<file path="config.mk">
export PLATFORM = sky130hd
export DESIGN_NAME = mem_ctrl
export DESIGN_NICKNAME = d
export VERILOG_FILES = /design/src/rtl/mem_ctrl.sv
export SDC_FILE = /design/constraint.sdc
export NUM_CORES = 1
export LEC_CHECK = 0
export ABC_CLOCK_PERIOD_IN_PS = 9650
export CORE_MARGIN = 2
export CORE_UTILIZATION = 65
export CTS_CLUSTER_SIZE = 10
export DETAILED_ROUTE_END_ITERATION = 16
export DONT_BUFFER_PORTS = 1
export PLACE_DENSITY = 0.78
export REMOVE_ABC_BUFFERS = 1
export SLEW_MARGIN = 40
export SYNTH_ARGS = -nofsm -noshare
export SYNTH_HDL_FRONTEND = slang
export SYNTH_SLANG_ARGS = --single-unit
</file>
<file path="constraint.sdc">
create_clock -name clk -period 9.65 [get_ports clk]
set_input_delay 0.965 -clock clk [delete_from_list [all_inputs] [get_ports clk]]
set_output_delay 0.965 -clock clk [all_outputs]
set_load 0.02 [all_outputs]
</file>
<file path="src/rtl/mem_ctrl.sv">
// Byte-serial memory controller: arbitrates instruction fetches and load/store requests onto an 8-bit synchronous RAM port.
// Optional build macro MEM_CTRL_IO_STALL_EN: hold IO-address store bytes while the IO write buffer is full.
//
// state  | meaning
// IDLE   | no access in flight; requests accepted when no done pulse is showing
// IFETCH | reading FETCH_BYTES instruction bytes from pc
// LOAD   | reading lsb_len data bytes from the latched address
// STORE  | writing lsb_len data bytes, one byte per cycle
module mem_ctrl #(
   parameter int FETCH_BYTES = 4
) (
   input  logic        clk,
   input  logic        rst,
   input  logic        rdy,
   input  logic        rollback,
   input  logic [7:0]  mem_din,
   output logic [7:0]  mem_dout,
   output logic [31:0] mem_a,
   output logic        mem_wr,
   input  logic        io_buffer_full,
   input  logic        if_en,
   input  logic [31:0] if_pc,
   output logic        if_done,
   output logic [31:0] if_data,
   input  logic        lsb_en,
   input  logic        lsb_wr,
   input  logic [31:0] lsb_addr,
   input  logic [2:0]  lsb_len,
   input  logic [31:0] lsb_w_data,
   output logic        lsb_done,
   output logic [31:0] lsb_r_data
);

   typedef enum logic [1:0] {IDLE, IFETCH, LOAD, STORE} state_t;

   localparam logic [2:0] FETCH_LEN = 3'(FETCH_BYTES);

   state_t      state_q, state_d;
   logic [2:0]  cnt_q, cnt_d;
   logic [2:0]  len_q, len_d;
   logic [31:0] base_q, base_d;
   logic [31:0] wdata_q, wdata_d;
   logic [31:0] buf_q, buf_d;
   logic        if_done_q, if_done_d;
   logic        lsb_done_q, lsb_done_d;
   logic [31:0] if_data_q, if_data_d;
   logic [31:0] lsb_r_data_q, lsb_r_data_d;

   logic [31:0] addr_cur;
   logic [2:0]  cnt_prev;
   logic        io_stall;
   logic        reading;

   assign addr_cur = base_q + {29'd0, cnt_q};
   assign cnt_prev = cnt_q - 3'd1;
   assign reading  = (state_q == IFETCH) || (state_q == LOAD);

`ifdef MEM_CTRL_IO_STALL_EN
   assign io_stall = (addr_cur[17:16] == 2'b11) && io_buffer_full;
`else
   assign io_stall = 1'b0 & io_buffer_full;
`endif

   assign if_done    = if_done_q;
   assign if_data    = if_data_q;
   assign lsb_done   = lsb_done_q;
   assign lsb_r_data = lsb_r_data_q;

   // While frozen mid-read, re-present the previous byte address so a free-running
   // RAM still returns the byte that is due to be sampled when rdy comes back.
   always_comb begin
      mem_a = addr_cur;
      if (!rdy && reading && (cnt_q != 3'd0)) begin
         mem_a = base_q + {29'd0, cnt_prev};
      end
      mem_wr = rdy && (state_q == STORE) && !io_stall;
      case (cnt_q[1:0])
         2'd0:    mem_dout = wdata_q[7:0];
         2'd1:    mem_dout = wdata_q[15:8];
         2'd2:    mem_dout = wdata_q[23:16];
         default: mem_dout = wdata_q[31:24];
      endcase
   end

   always_comb begin
      state_d      = state_q;
      cnt_d        = cnt_q;
      len_d        = len_q;
      base_d       = base_q;
      wdata_d      = wdata_q;
      buf_d        = buf_q;
      if_done_d    = if_done_q;
      lsb_done_d   = lsb_done_q;
      if_data_d    = if_data_q;
      lsb_r_data_d = lsb_r_data_q;
      if (rdy) begin
         if_done_d  = 1'b0;
         lsb_done_d = 1'b0;
         unique case (state_q)
            IDLE: begin
               if (!if_done_q && !lsb_done_q) begin
                  // a store is never squashed by rollback; loads and fetches are
                  if (lsb_en && (lsb_wr || !rollback)) begin
                     state_d = lsb_wr ? STORE : LOAD;
                     cnt_d   = 3'd0;
                     len_d   = lsb_len;
                     base_d  = lsb_addr;
                     wdata_d = lsb_w_data;
                     buf_d   = '0;
                  end else if (if_en && !rollback) begin
                     state_d = IFETCH;
                     cnt_d   = 3'd0;
                     len_d   = FETCH_LEN;
                     base_d  = if_pc;
                     buf_d   = '0;
                  end
               end
            end
            IFETCH, LOAD: begin
               if (rollback) begin
                  state_d = IDLE;
                  cnt_d   = 3'd0;
               end else begin
                  if (cnt_q != 3'd0) begin
                     case (cnt_prev[1:0])
                        2'd0:    buf_d[7:0]   = mem_din;
                        2'd1:    buf_d[15:8]  = mem_din;
                        2'd2:    buf_d[23:16] = mem_din;
                        default: buf_d[31:24] = mem_din;
                     endcase
                  end
                  if (cnt_q == len_q) begin
                     state_d = IDLE;
                     cnt_d   = 3'd0;
                     if (state_q == IFETCH) begin
                        if_done_d = 1'b1;
                        if_data_d = buf_d;
                     end else begin
                        lsb_done_d   = 1'b1;
                        lsb_r_data_d = buf_d;
                     end
                  end else begin
                     cnt_d = cnt_q + 3'd1;
                  end
               end
            end
            STORE: begin
               if (!io_stall) begin
                  if (cnt_q == len_q - 3'd1) begin
                     state_d    = IDLE;
                     cnt_d      = 3'd0;
                     lsb_done_d = 1'b1;
                  end else begin
                     cnt_d = cnt_q + 3'd1;
                  end
               end
            end
         endcase
      end
   end

   always_ff @(posedge clk) begin
      if (rst) begin
         state_q      <= IDLE;
         cnt_q        <= 3'd0;
         len_q        <= 3'd0;
         base_q       <= 32'd0;
         wdata_q      <= 32'd0;
         buf_q        <= 32'd0;
         if_done_q    <= 1'b0;
         lsb_done_q   <= 1'b0;
         if_data_q    <= 32'd0;
         lsb_r_data_q <= 32'd0;
      end else begin
         state_q      <= state_d;
         cnt_q        <= cnt_d;
         len_q        <= len_d;
         base_q       <= base_d;
         wdata_q      <= wdata_d;
         buf_q        <= buf_d;
         if_done_q    <= if_done_d;
         lsb_done_q   <= lsb_done_d;
         if_data_q    <= if_data_d;
         lsb_r_data_q <= lsb_r_data_d;
      end
   end

endmodule

</file>
==> impl_metrics.json <==
{
  "fmax_ghz": 0.175,
  "io_pins": 222,
  "routabilityCongestion": 0.794,
  "slew_violations": 0,
  "synth-seq-area-share_pct": 43.1,
  "wire_per_inst_microns": 18.6,
  "status": "finished, final reports clean",
  "finalHoldViolCount": 0,
  "ys.flop_type": "dfxtp_1",
  "synth_cell_type_count": 57,
  "slowest_stage": "nor4_1",
  "core-area_sq_um": 12000,
  "rrSetupSlack_ns": 6.48,
  "first_iter_violations": 397,
  "vias_per_cell": 6.23,
  "clockRootBuffer": "clkbuf_16",
  "final_cells": 1000,
  "cts.clk_slew.worst_paths_ns": 0.07,
  "num_antenna_cells": 0,
  "total_power_w": 0.00171,
  "final.fill_count": 927,
  "power_leakage_nw": 3.04,
  "clkSinkCount": 170,
  "critPathMaxStageDelay_ns": 0.63,
  "worst_pin_slew_ns": 0.755,
  "holdPathStages": 2,
  "nets": 969,
  "htree_levels": 4,
  "placed_cells": 968,
  "ant_nets": 0,
  "crit_arrival_ns": 4.74,
  "cts_tree": "done",
  "hold_path_end": "wdata_q[31]",
  "end_kind": "primary output",
  "ir_drop_mv": 0.122,
  "layout_worst_path_cycle_share_pct": 59.2,
  "setup_viol": 0,
  "synthArstFlopShare_pct": 0,
  "start_util_pct": 66.1,
  "mostFrequentLayoutCells": "dfxtp_1 (170), nor2_1 (121), a211oi_1 (97)",
  "fin_setup_tns_ns": 0,
  "drcViolationCount": 0,
  "vias": 6226,
  "reg2reg_from": "state_q[0]",
  "multi_input_area_sq_um": 4060,
  "grt_pass1_wl_microns": 29400,
  "worstHoldStart": "wdata_q[31]",
  "dp_hpwl_microns": 12700,
  "synth_edf_count": 0,
  "path_class": "reg2out",
  "synth.cell_area_sq_um": 7910,
  "cts_resized": 0,
  "path_cells": "inv_1, ha_1, nand2b_1, nand2_2, nor3b_1, xor2_1, ha_1, a21oi_1, nor4_1, nand4_1, xnor2_1",
  "crit_top_cell": "ha_1",
  "grt_overflow_total": 0,
  "hold_buffers": 0,
  "rsz0062_at_grt": "no",
  "fin_ws_ns": 3.94,
  "cts_made_buffers": 17,
  "drive_above_1_share_pct": 7.50,
  "grt_max_degree": 181,
  "hold_class": "reg2reg",
  "rows": 40,
  "critPathBufInv": 1,
  "seqCellArea_sq_um": 3400,
  "rr_worst_depth": 8,
  "worstSkewPairLatency_ns": 0.43,
  "clockBufferDepth": 2,
  "path_max_fanout": 10,
  "io_buffers": 0,
  "ys_seq_elements": 170,
  "dpl_worst_slack_ns": 4.44,
  "relSlewSlack_pct": 49.2,
  "dieArea_sq_um": 13100,
  "wl_microns": 18600,
  "syn_to_final_growth_pct": 7.77,
  "track_usage_pct": 28.5,
  "yosysWarnings": 0,
  "drt_first_pass_iters": 6,
  "crit_required_ns": 8.69,
  "fp.dieW_microns": 114,
  "maxCapViolations": 0,
  "final_common_cell": "dfxtp_1",
  "fin_skew_ns": 0.00785,
  "worstReg2RegEnd": "if_data[8]",
  "fin_crit_ns": 5.71,
  "power_density_nw_per_um2": 200,
  "worstSetupStartpointType": "register",
  "syn_inst": 875,
  "postCtsSetupBuffers": 0,
  "die_h_microns": 114,
  "path_delay_family": "simple AND/OR/NAND/NOR gates",
  "grt_pass1_vias": 6062,
  "antenna_found_initial": 0,
  "avgSynthCellArea_sq_um": 9.03
}
[per-stage QoR]
step	hold WS [ns]	utilization, %	instance area [sq um]
2_1_floorplan	0.430	-	7630
3_3_place_gp	0.437	65.8	7880
3_5_place_dp	0.440	66.1	7900
4_1_cts	0.449	71.2	8520
5_1_grt	0.471	71.2	8520
6_report	0.451	71.2	8520
[synthesized netlist by cell type, drive strengths merged (2+ instances only)]
| cell | number | area (sq um) |
|---|---|---|
| a211o | 2 | 17.5 |
| a211oi | 97 | 728 |
| a21oi | 41 | 250 |
| a222oi | 8 | 80.1 |
| a22oi | 2 | 15.0 |
| a2bb2oi | 2 | 17.5 |
| a31oi | 2 | 27.5 |
| and3 | 3 | 18.8 |
| and4 | 2 | 18.8 |
| buf | 25 | 144 |
| clkbuf | 35 | 131 |
| dfxtp | 170 | 3400 |
| ha | 13 | 163 |
| inv | 56 | 210 |
| mux2i | 72 | 721 |
| nand2 | 87 | 337 |
| nand2b | 4 | 25.0 |
| nand3 | 11 | 105 |
| nand3b | 8 | 60.1 |
| nand4 | 8 | 50.1 |
| nor2 | 123 | 462 |
| nor3 | 6 | 41.3 |
| nor4 | 2 | 12.5 |
| o21ai | 2 | 10.0 |
| o22ai | 2 | 12.5 |
| o32ai | 33 | 308 |
| o41ai | 2 | 17.5 |
| or2 | 3 | 18.8 |
| or3 | 2 | 17.5 |
| xnor2 | 25 | 219 |
| xor2 | 11 | 96.3 |
[layout make-up]
type | count | share of cell area, %
flip-flops and latches | 170 | 39.9
clock buffers | 21 | 5.64
clock inverters | 11 | 1.56
well taps | 147 | 2.16
repair buffers | 6 | 0.617
multi-input cells | 589 | 47.6
inverters | 56 | 2.47
[how the worst max path moves through the flow]
stage	startpoint	cells after the start	slack, ns	to
floorplan	rollback	5	3.06	len_q[0]
global placement	cnt_q[0]	11	4.51	mem_a[21]
detailed placement	cnt_q[0]	11	4.44	mem_a[21]
CTS	cnt_q[0]	11	3.95	mem_a[21]
global route	cnt_q[0]	11	3.60	mem_a[21]
finish	cnt_q[0]	11	3.94	mem_a[21]
[worst min-delay path: cells and delay by family (launching register included)]
family	cells	cell delay, ns
flops	1	0.31
compound gates	1	0.05
simple gates	1	0.05
[metal layers]
metal  track usage [%]  wire (microns)  vias to the layer above
li1                  -               -                     3050
met1              32.9            7450                     2916
met2              48.8            9200                      223
met3              8.95            1420                       37
met4              12.1             495                        0
met5                 0               0                        -
[registers in the layout, indices dropped and copies added, names as in the netlist]
| name | flops |
|---|---|
| if_done | 1 |
| base_q | 32 |
| wdata_q | 32 |
| lsb_done | 1 |
| buf_q | 32 |
| lsb_r_data | 32 |
| if_data | 32 |
| len_q | 3 |
| cnt_q | 3 |
| state_q | 2 |
[cells by family (layout without fill, tap and decap cells)]
| logic type | count (synthesis) | count (layout) | synth area share (%) |
|---|---|---|---|
| xor+xnor | 37 | 37 | 4.29 |
| simple gates | 266 | 266 | 15.5 |
| compound gates | 200 | 200 | 19.6 |
| buf+inv | 116 | 94 | 6.14 |
| fa+ha+maj | 14 | 14 | 2.31 |
| mux | 72 | 72 | 9.12 |
| flops | 170 | 170 | 43.1 |
[power by group]
group	switching (W)	internal [W]	total [W]
Sequential	0.0000456	0.000739	0.000785
Clock	0.000284	0.000414	0.000698
Combinational	0.000147	0.0000760	0.000223
(Power assumes the default switching activity.)
